[src/rtl/gold_fall_scheduler.sv]
// Per-frame gold bag fall arbiter: probes the dirt tile under bags A and B through
// the single-port dirt memory, then steps each bag's REST/WOBBLE/FALL machine.
module gold_fall_scheduler #(
  parameter logic [10:0] BOARD_X       = 11'd32,
  parameter logic [10:0] BOARD_Y       = 11'd160,
  parameter int          BOARD_COLS    = 15,
  parameter int          BOARD_ROWS    = 10,
  parameter int          WOBBLE_FRAMES = 8,
  parameter int          PROBE_TIMEOUT = 16
) (
  input  logic        clk,
  input  logic        reset,
  input  logic        startOfFrame,
  input  logic [10:0] goldTLX_a,
  input  logic [10:0] goldTLY_a,
  input  logic [10:0] goldTLX_b,
  input  logic [10:0] goldTLY_b,
  input  logic        eaten_a,
  input  logic        eaten_b,
  output logic        probe_req,
  output logic [3:0]  probe_col,
  output logic [3:0]  probe_row,
  input  logic        probe_ack,
  input  logic        probe_empty,
  output logic        can_fall_a,
  output logic        can_fall_b,
  output logic        wobble_a,
  output logic        wobble_b,
  output logic        frame_overrun
);

  localparam int TW = $clog2(PROBE_TIMEOUT);

  typedef enum logic [1:0] {SEQ_IDLE, SEQ_PROBE_A, SEQ_PROBE_B, SEQ_UPDATE} seq_state_t;
  typedef enum logic [1:0] {BAG_REST, BAG_WOBBLE, BAG_FALL} bag_state_t;

  if (WOBBLE_FRAMES < 1 || WOBBLE_FRAMES > 15 || PROBE_TIMEOUT < 2 ||
      BOARD_COLS < 1 || BOARD_COLS > 16 || BOARD_ROWS < 1 || BOARD_ROWS > 16) begin : g_bad_params
    $error("gold_fall_scheduler: parameter out of range");
  end

  logic [10:0] w_tlx [2];
  logic [10:0] w_tly [2];
  logic        w_eaten_in [2];
  logic [3:0]  w_col [2];
  logic [10:0] w_row_full [2];
  logic        w_skip_in [2];

  assign w_tlx[0]      = goldTLX_a;
  assign w_tlx[1]      = goldTLX_b;
  assign w_tly[0]      = goldTLY_a;
  assign w_tly[1]      = goldTLY_b;
  assign w_eaten_in[0] = eaten_a;
  assign w_eaten_in[1] = eaten_b;

  // Row targets the tile just below the bag's bottom edge (one tile = 32 px).
  for (genvar gi = 0; gi < 2; gi++) begin : g_tile
    assign w_col[gi]      = 4'((w_tlx[gi] - BOARD_X) >> 5);
    assign w_row_full[gi] = (w_tly[gi] - BOARD_Y + 11'd32) >> 5;
    assign w_skip_in[gi]  = w_eaten_in[gi] || (w_row_full[gi] >= 11'(BOARD_ROWS));
  end

  seq_state_t r_state, w_state_next;
  logic          r_probe_req;
  logic [TW-1:0] r_timer;
  logic [3:0]    r_col [2];
  logic [3:0]    r_row [2];
  logic          r_eaten [2];
  logic          r_below [2];
  logic          r_skip_b;
  logic          r_overrun;

  logic w_sel_b, w_ack_hit, w_timeout, w_probe_done;

  assign w_sel_b      = (r_state == SEQ_PROBE_B);
  assign w_ack_hit    = r_probe_req && probe_ack;
  assign w_timeout    = r_probe_req && !probe_ack && (r_timer == TW'(PROBE_TIMEOUT - 1));
  assign w_probe_done = w_ack_hit || w_timeout;

  always_comb begin
    w_state_next = r_state;
    case (r_state)
      SEQ_IDLE: begin
        if (startOfFrame) begin
          if (!w_skip_in[0])      w_state_next = SEQ_PROBE_A;
          else if (!w_skip_in[1]) w_state_next = SEQ_PROBE_B;
          else                    w_state_next = SEQ_UPDATE;
        end
      end
      SEQ_PROBE_A: if (w_probe_done) w_state_next = r_skip_b ? SEQ_UPDATE : SEQ_PROBE_B;
      SEQ_PROBE_B: if (w_probe_done) w_state_next = SEQ_UPDATE;
      default:     w_state_next = SEQ_IDLE;
    endcase
  end

  always_ff @(posedge clk) begin
    if (reset) begin
      r_state     <= SEQ_IDLE;
      r_probe_req <= 1'b0;
      r_timer     <= '0;
      r_skip_b    <= 1'b0;
      r_overrun   <= 1'b0;
      for (int i = 0; i < 2; i++) begin
        r_col[i]   <= 4'd0;
        r_row[i]   <= 4'd0;
        r_eaten[i] <= 1'b0;
        r_below[i] <= 1'b0;
      end
    end else begin
      r_state   <= w_state_next;
      r_overrun <= startOfFrame && (r_state != SEQ_IDLE);
      if (r_state == SEQ_IDLE && startOfFrame) begin
        r_skip_b <= w_skip_in[1];
        for (int i = 0; i < 2; i++) begin
          r_col[i]   <= w_col[i];
          r_row[i]   <= w_row_full[i][3:0];
          r_eaten[i] <= w_eaten_in[i];
          r_below[i] <= 1'b0;
        end
      end
      // First probe cycle is a request-low gap so back-to-back probes never merge.
      if (r_state == SEQ_PROBE_A || r_state == SEQ_PROBE_B) begin
        if (!r_probe_req) begin
          r_probe_req <= 1'b1;
          r_timer     <= '0;
        end else if (w_probe_done) begin
          r_probe_req      <= 1'b0;
          r_below[w_sel_b] <= w_ack_hit && probe_empty;
        end else begin
          r_timer <= r_timer + 1'b1;
        end
      end
    end
  end

  assign probe_req     = r_probe_req;
  assign probe_col     = r_probe_req ? (w_sel_b ? r_col[1] : r_col[0]) : 4'd0;
  assign probe_row     = r_probe_req ? (w_sel_b ? r_row[1] : r_row[0]) : 4'd0;
  assign frame_overrun = r_overrun;

  logic w_fall [2];
  logic w_wobble [2];

  for (genvar gi = 0; gi < 2; gi++) begin : g_bag
    bag_state_t r_bag, w_bag_next;
    logic [3:0] r_cnt, w_cnt_next;

    always_comb begin
      w_bag_next = r_bag;
      w_cnt_next = r_cnt;
      if (r_state == SEQ_UPDATE) begin
        if (r_eaten[gi]) begin
          w_bag_next = BAG_REST;
          w_cnt_next = 4'd0;
        end else begin
          case (r_bag)
            BAG_REST: begin
              if (r_below[gi]) begin
                w_bag_next = BAG_WOBBLE;
                w_cnt_next = 4'd1;
              end
            end
            BAG_WOBBLE: begin
              if (!r_below[gi]) begin
                w_bag_next = BAG_REST;
                w_cnt_next = 4'd0;
              end else if (r_cnt == 4'(WOBBLE_FRAMES)) begin
                w_bag_next = BAG_FALL;
                w_cnt_next = 4'd0;
              end else begin
                w_cnt_next = r_cnt + 4'd1;
              end
            end
            BAG_FALL: begin
              if (!r_below[gi]) w_bag_next = BAG_REST;
            end
            default: begin
              w_bag_next = BAG_REST;
              w_cnt_next = 4'd0;
            end
          endcase
        end
      end
    end

    always_ff @(posedge clk) begin
      if (reset) begin
        r_bag <= BAG_REST;
        r_cnt <= 4'd0;
      end else begin
        r_bag <= w_bag_next;
        r_cnt <= w_cnt_next;
      end
    end

    assign w_fall[gi]   = (r_bag == BAG_FALL);
    assign w_wobble[gi] = (r_bag == BAG_WOBBLE);
  end

  assign can_fall_a = w_fall[0];
  assign can_fall_b = w_fall[1];
  assign wobble_a   = w_wobble[0];
  assign wobble_b   = w_wobble[1];

endmodule

[config.mk]
export PLATFORM = sky130hd
export DESIGN_NAME = gold_fall_scheduler
export DESIGN_NICKNAME = d
export VERILOG_FILES = /design/src/rtl/gold_fall_scheduler.sv
export SDC_FILE = /design/constraint.sdc
export NUM_CORES = 1
export LEC_CHECK = 0
export CAP_MARGIN = 20
export CORE_MARGIN = 5
export CORE_UTILIZATION = 48
export CTS_BUF_LIST = sky130_fd_sc_hd__clkbuf_8
export DETAILED_ROUTE_END_ITERATION = 16
export GPL_TIMING_DRIVEN = 0
export PLACE_DENSITY = 0.8
export SYNTH_ARGS = -nofsm -noshare
export SYNTH_HDL_FRONTEND = slang
export SYNTH_SLANG_ARGS = --single-unit
[constraint.sdc]
create_clock -name clk -period 3.8 [get_ports clk]
set_input_delay 0.76 -clock clk [delete_from_list [all_inputs] [get_ports clk]]
set_output_delay 0.76 -clock clk [all_outputs]
set_load 0.005 [all_outputs]
==> flow_summary.toml <==
[outcome]
status = "completed"

[place]
hpwlAfterDp_mm = 3.80
finalWeightedCongestion = 0.830
port_buffers = 40
placed_area_um2 = 2870
pre_cts_ws_ns = 0.996

[layout]
area_delta_synth_final_pct = 25.9
nets = 369
postLayoutCellArea_um2 = 3000
register_area_um2 = 1020
nFillCells = 376
n_antenna_cell = 0
multi_input_area_um2 = 1260
drive_above_1_share_pct = 3.97

[logic_synthesis]
synth.distinct_cells = 44
ys_warn_count = 0
synthAdderAreaFrac_pct = 8.93
yosysTopAreaCellShare_pct = 25.2
syn_area_um2 = 2380
netlist_top_cells_count = "24 x nor2_1, 21 x dfxtp_1, 20 x edfxtp_1"
synth_edf_count = 20
synth_xor_area_share_pct = 1.47
post_synth.cell_area_avg_um2 = 9.38
ys_ff_latch = 41
synth-simple-area-share_pct = 25.7
yosysMostFrequentCell = "nor2_1"
synth_compound_area_share_pct = 11.9
syn-num-nets = 322
synth_mux_area_share_pct = 4.73
synth_top_area_cell = "edfxtp_1"
async_flop_share_pct = 0
synth_flop_cell = "dfxtp_1"
netlist_instances = 254
yosys-top-cells-area = "edfxtp_1 25%, dfxtp_1 18%, ha_1 8.9%"
synth_top_family_by_area = "simple AND/OR/NAND/NOR gates"
seq_area_frac_synth_pct = 42.9

[power]
p_int_w = 0.00106
power.switching_w = 0.000474
power_frac_clock_pct = 27.1
ir_drop_v = 0.000332
power_frac_comb_pct = 34.0
sw_frac_of_total_pct = 30.9
p_per_area_nw_per_um2 = 511
leakage_nw = 1.15
power_frac_seq_pct = 38.9

[timing]
fin_hold_ws_ns = 0.456
slew_headroom_pct = 54.6
clock.fmax_mhz = 321
post-route-period-util_pct = 82.1
finalClockSkew_ns = 0.00632
rsz0062_at_grt = "no"
tightest_slew_ns = 0.680
fin_setup_tns_ns = 0
drv_slew = 0
post-route-min-period_ns = 3.12
finalWorstSetupSlack_ns = 0.680
final_hold_viol_count = 0
setup-violations-final = 0

[setup_path]
cp-start-kind = "flop"
cp_max_fo = 10
worstPathRequired_ns = 3.04
end_kind = "output pin"
critPathKind = "flop to output pin"
worstPathArrival_ns = 2.36

[clock_tree]
numClockSinks = 41
ctsResizeCount = 0
clk_pin_slew_ns = 0.08
cts_root_buf = "clkbuf_8"
clk_latency_ns = 0.29
h-tree-depth = 2
holdBufCountCts = 0
cts_buffers = 5
cts_setup_buffers = 0
cts_tree = "yes"
clock_path_buffers = 2

[global_routing]
grt_pass1_wl_mm = 8.47
grt.total_usage_pct = 16.9
grt_pass1_vias = 1926
grt_overflow = 0
grt_max_degree = 19
antenna_found_initial = 0

[route]
ant_nets = 0
drt_iter0_markers = 88
wl_met1_mm = 2.20
wire_per_inst_um = 13.5
viasPerCell = 5.24
vias = 1933
drt-pass1-iter-count = 4
wl_met3_um = 325
wl_met2_mm = 2.41
top_layer_used = "met4"
drc = 0
wl_mm = 4.99

[die]
die_h_um = 80.5
initial_utilization_pct = 49.8
row_count = 25
ios = 65
die_area_um2 = 6470
core_area_um2 = 4790
die_w_um = 80.5

[worst_hold_path]
hold_path_class = "flop to flop"

[flow_run]
cap_violations = 0
## flip-flops by register name (all words and copies together), names as in the netlist
name / flops
frame_overrun: 1
g_bag.r_bag: 4
g_bag.r_cnt: 8
probe_req: 1
r_below: 2
r_col: 8
r_eaten: 2
r_row: 8
r_skip_b: 1
r_state: 2
r_timer: 4
## stage by stage
step / utilization, % / total power, W / cells
finish: 62.7 / 0.00153 / 369
global route: 62.7 / 0.00163 / 369
CTS: 62.7 / 0.00155 / 369
detailed placement: 59.9 / 0.00113 / 361
global placement: 59.9 / 0.00111 / 361
floorplan: - / 0.000944 / 254
## critical path, stage by stage (launching register included)
cell	delay (ns)
dfxtp_1	0.33
inv_1	0.10
ha_1	0.23
buf_1	0.51
mux2i_1	0.18
nor2b_1	0.19
clkdlybuf4s50_1	0.53
## layer usage
layer | track usage [%] | up-vias
met2 | 28.7 | 54
met1 | 20.6 | 874
li1 | - | 1000
met5 | 0 | -
met4 | 4.73 | 0
met3 | 5.16 | 5
## layout make-up
| cell class | count | share of cell area [%] |
|---|---|---|
| multi-input combinational | 187 | 41.9 |
| sequential | 41 | 34.0 |
| timing repair buffer | 40 | 13.3 |
| tap | 67 | 2.79 |
| inverter | 19 | 2.38 |
| clock buffer | 5 | 2.29 |
| clock inverter | 3 | 2.17 |
| buffer | 7 | 1.13 |
## logic make-up (layout without fill, tap and decap cells)
kind of cell,count (synthesis),in the layout
fa+ha+maj,17,17
xor+xnor,4,4
simple gates,111,111
flops,41,41
buf+inv,26,74
compound gates,44,44
mux,11,11
## power by group through the flow
| stage | clock network [W] | logic, W | registers [W] |
|---|---|---|---|
| 3_5_place_dp | 0 | 0.000523 | 0.000606 |
| 4_1_cts | 0.000424 | 0.000527 | 0.000595 |
| 2_1_floorplan | 0 | 0.000351 | 0.000594 |
| 5_1_grt | 0.000439 | 0.000584 | 0.000607 |
| 6_report | 0.000416 | 0.000522 | 0.000596 |
| 3_3_place_gp | 0 | 0.000514 | 0.000601 |
## path summary, 6_finish.rpt
| kind | startpoint | endpoint | slack (ns) | cells past startpoint |
|---|---|---|---|---|
| worst max-delay path | r_state[0] | probe_row[1] | 0.68 | 6 |
| worst min-delay path | r_skip_b | r_skip_b | 0.46 | 2 |
| worst min register to register | r_skip_b | r_skip_b | 0.46 | 2 |
| worst max register to register | r_state[0] | r_below[1] | 1.97 | 5 |
## placed cells by master, fill, tap and decap left out, drive strengths merged, types with 3 or more instances in the layout
cell and instances:
nand3 9, nand4 5, nor3b 3, or3 3, nor3 4, clkdlybuf4s50 40
or4 3, and2 9, nand2 15, clkbuf 10, dfxtp 21, ha 17
edfxtp 20, nand2b 5, a211oi 3, xnor2 4, inv 19, nor2 24
o21ai 10, o31ai 3, mux2i 9, and3b 4, nor2b 16, a21oi 12
a31oi 5, nand3b 3
Note: power is estimated with default switching activity, not from simulation.
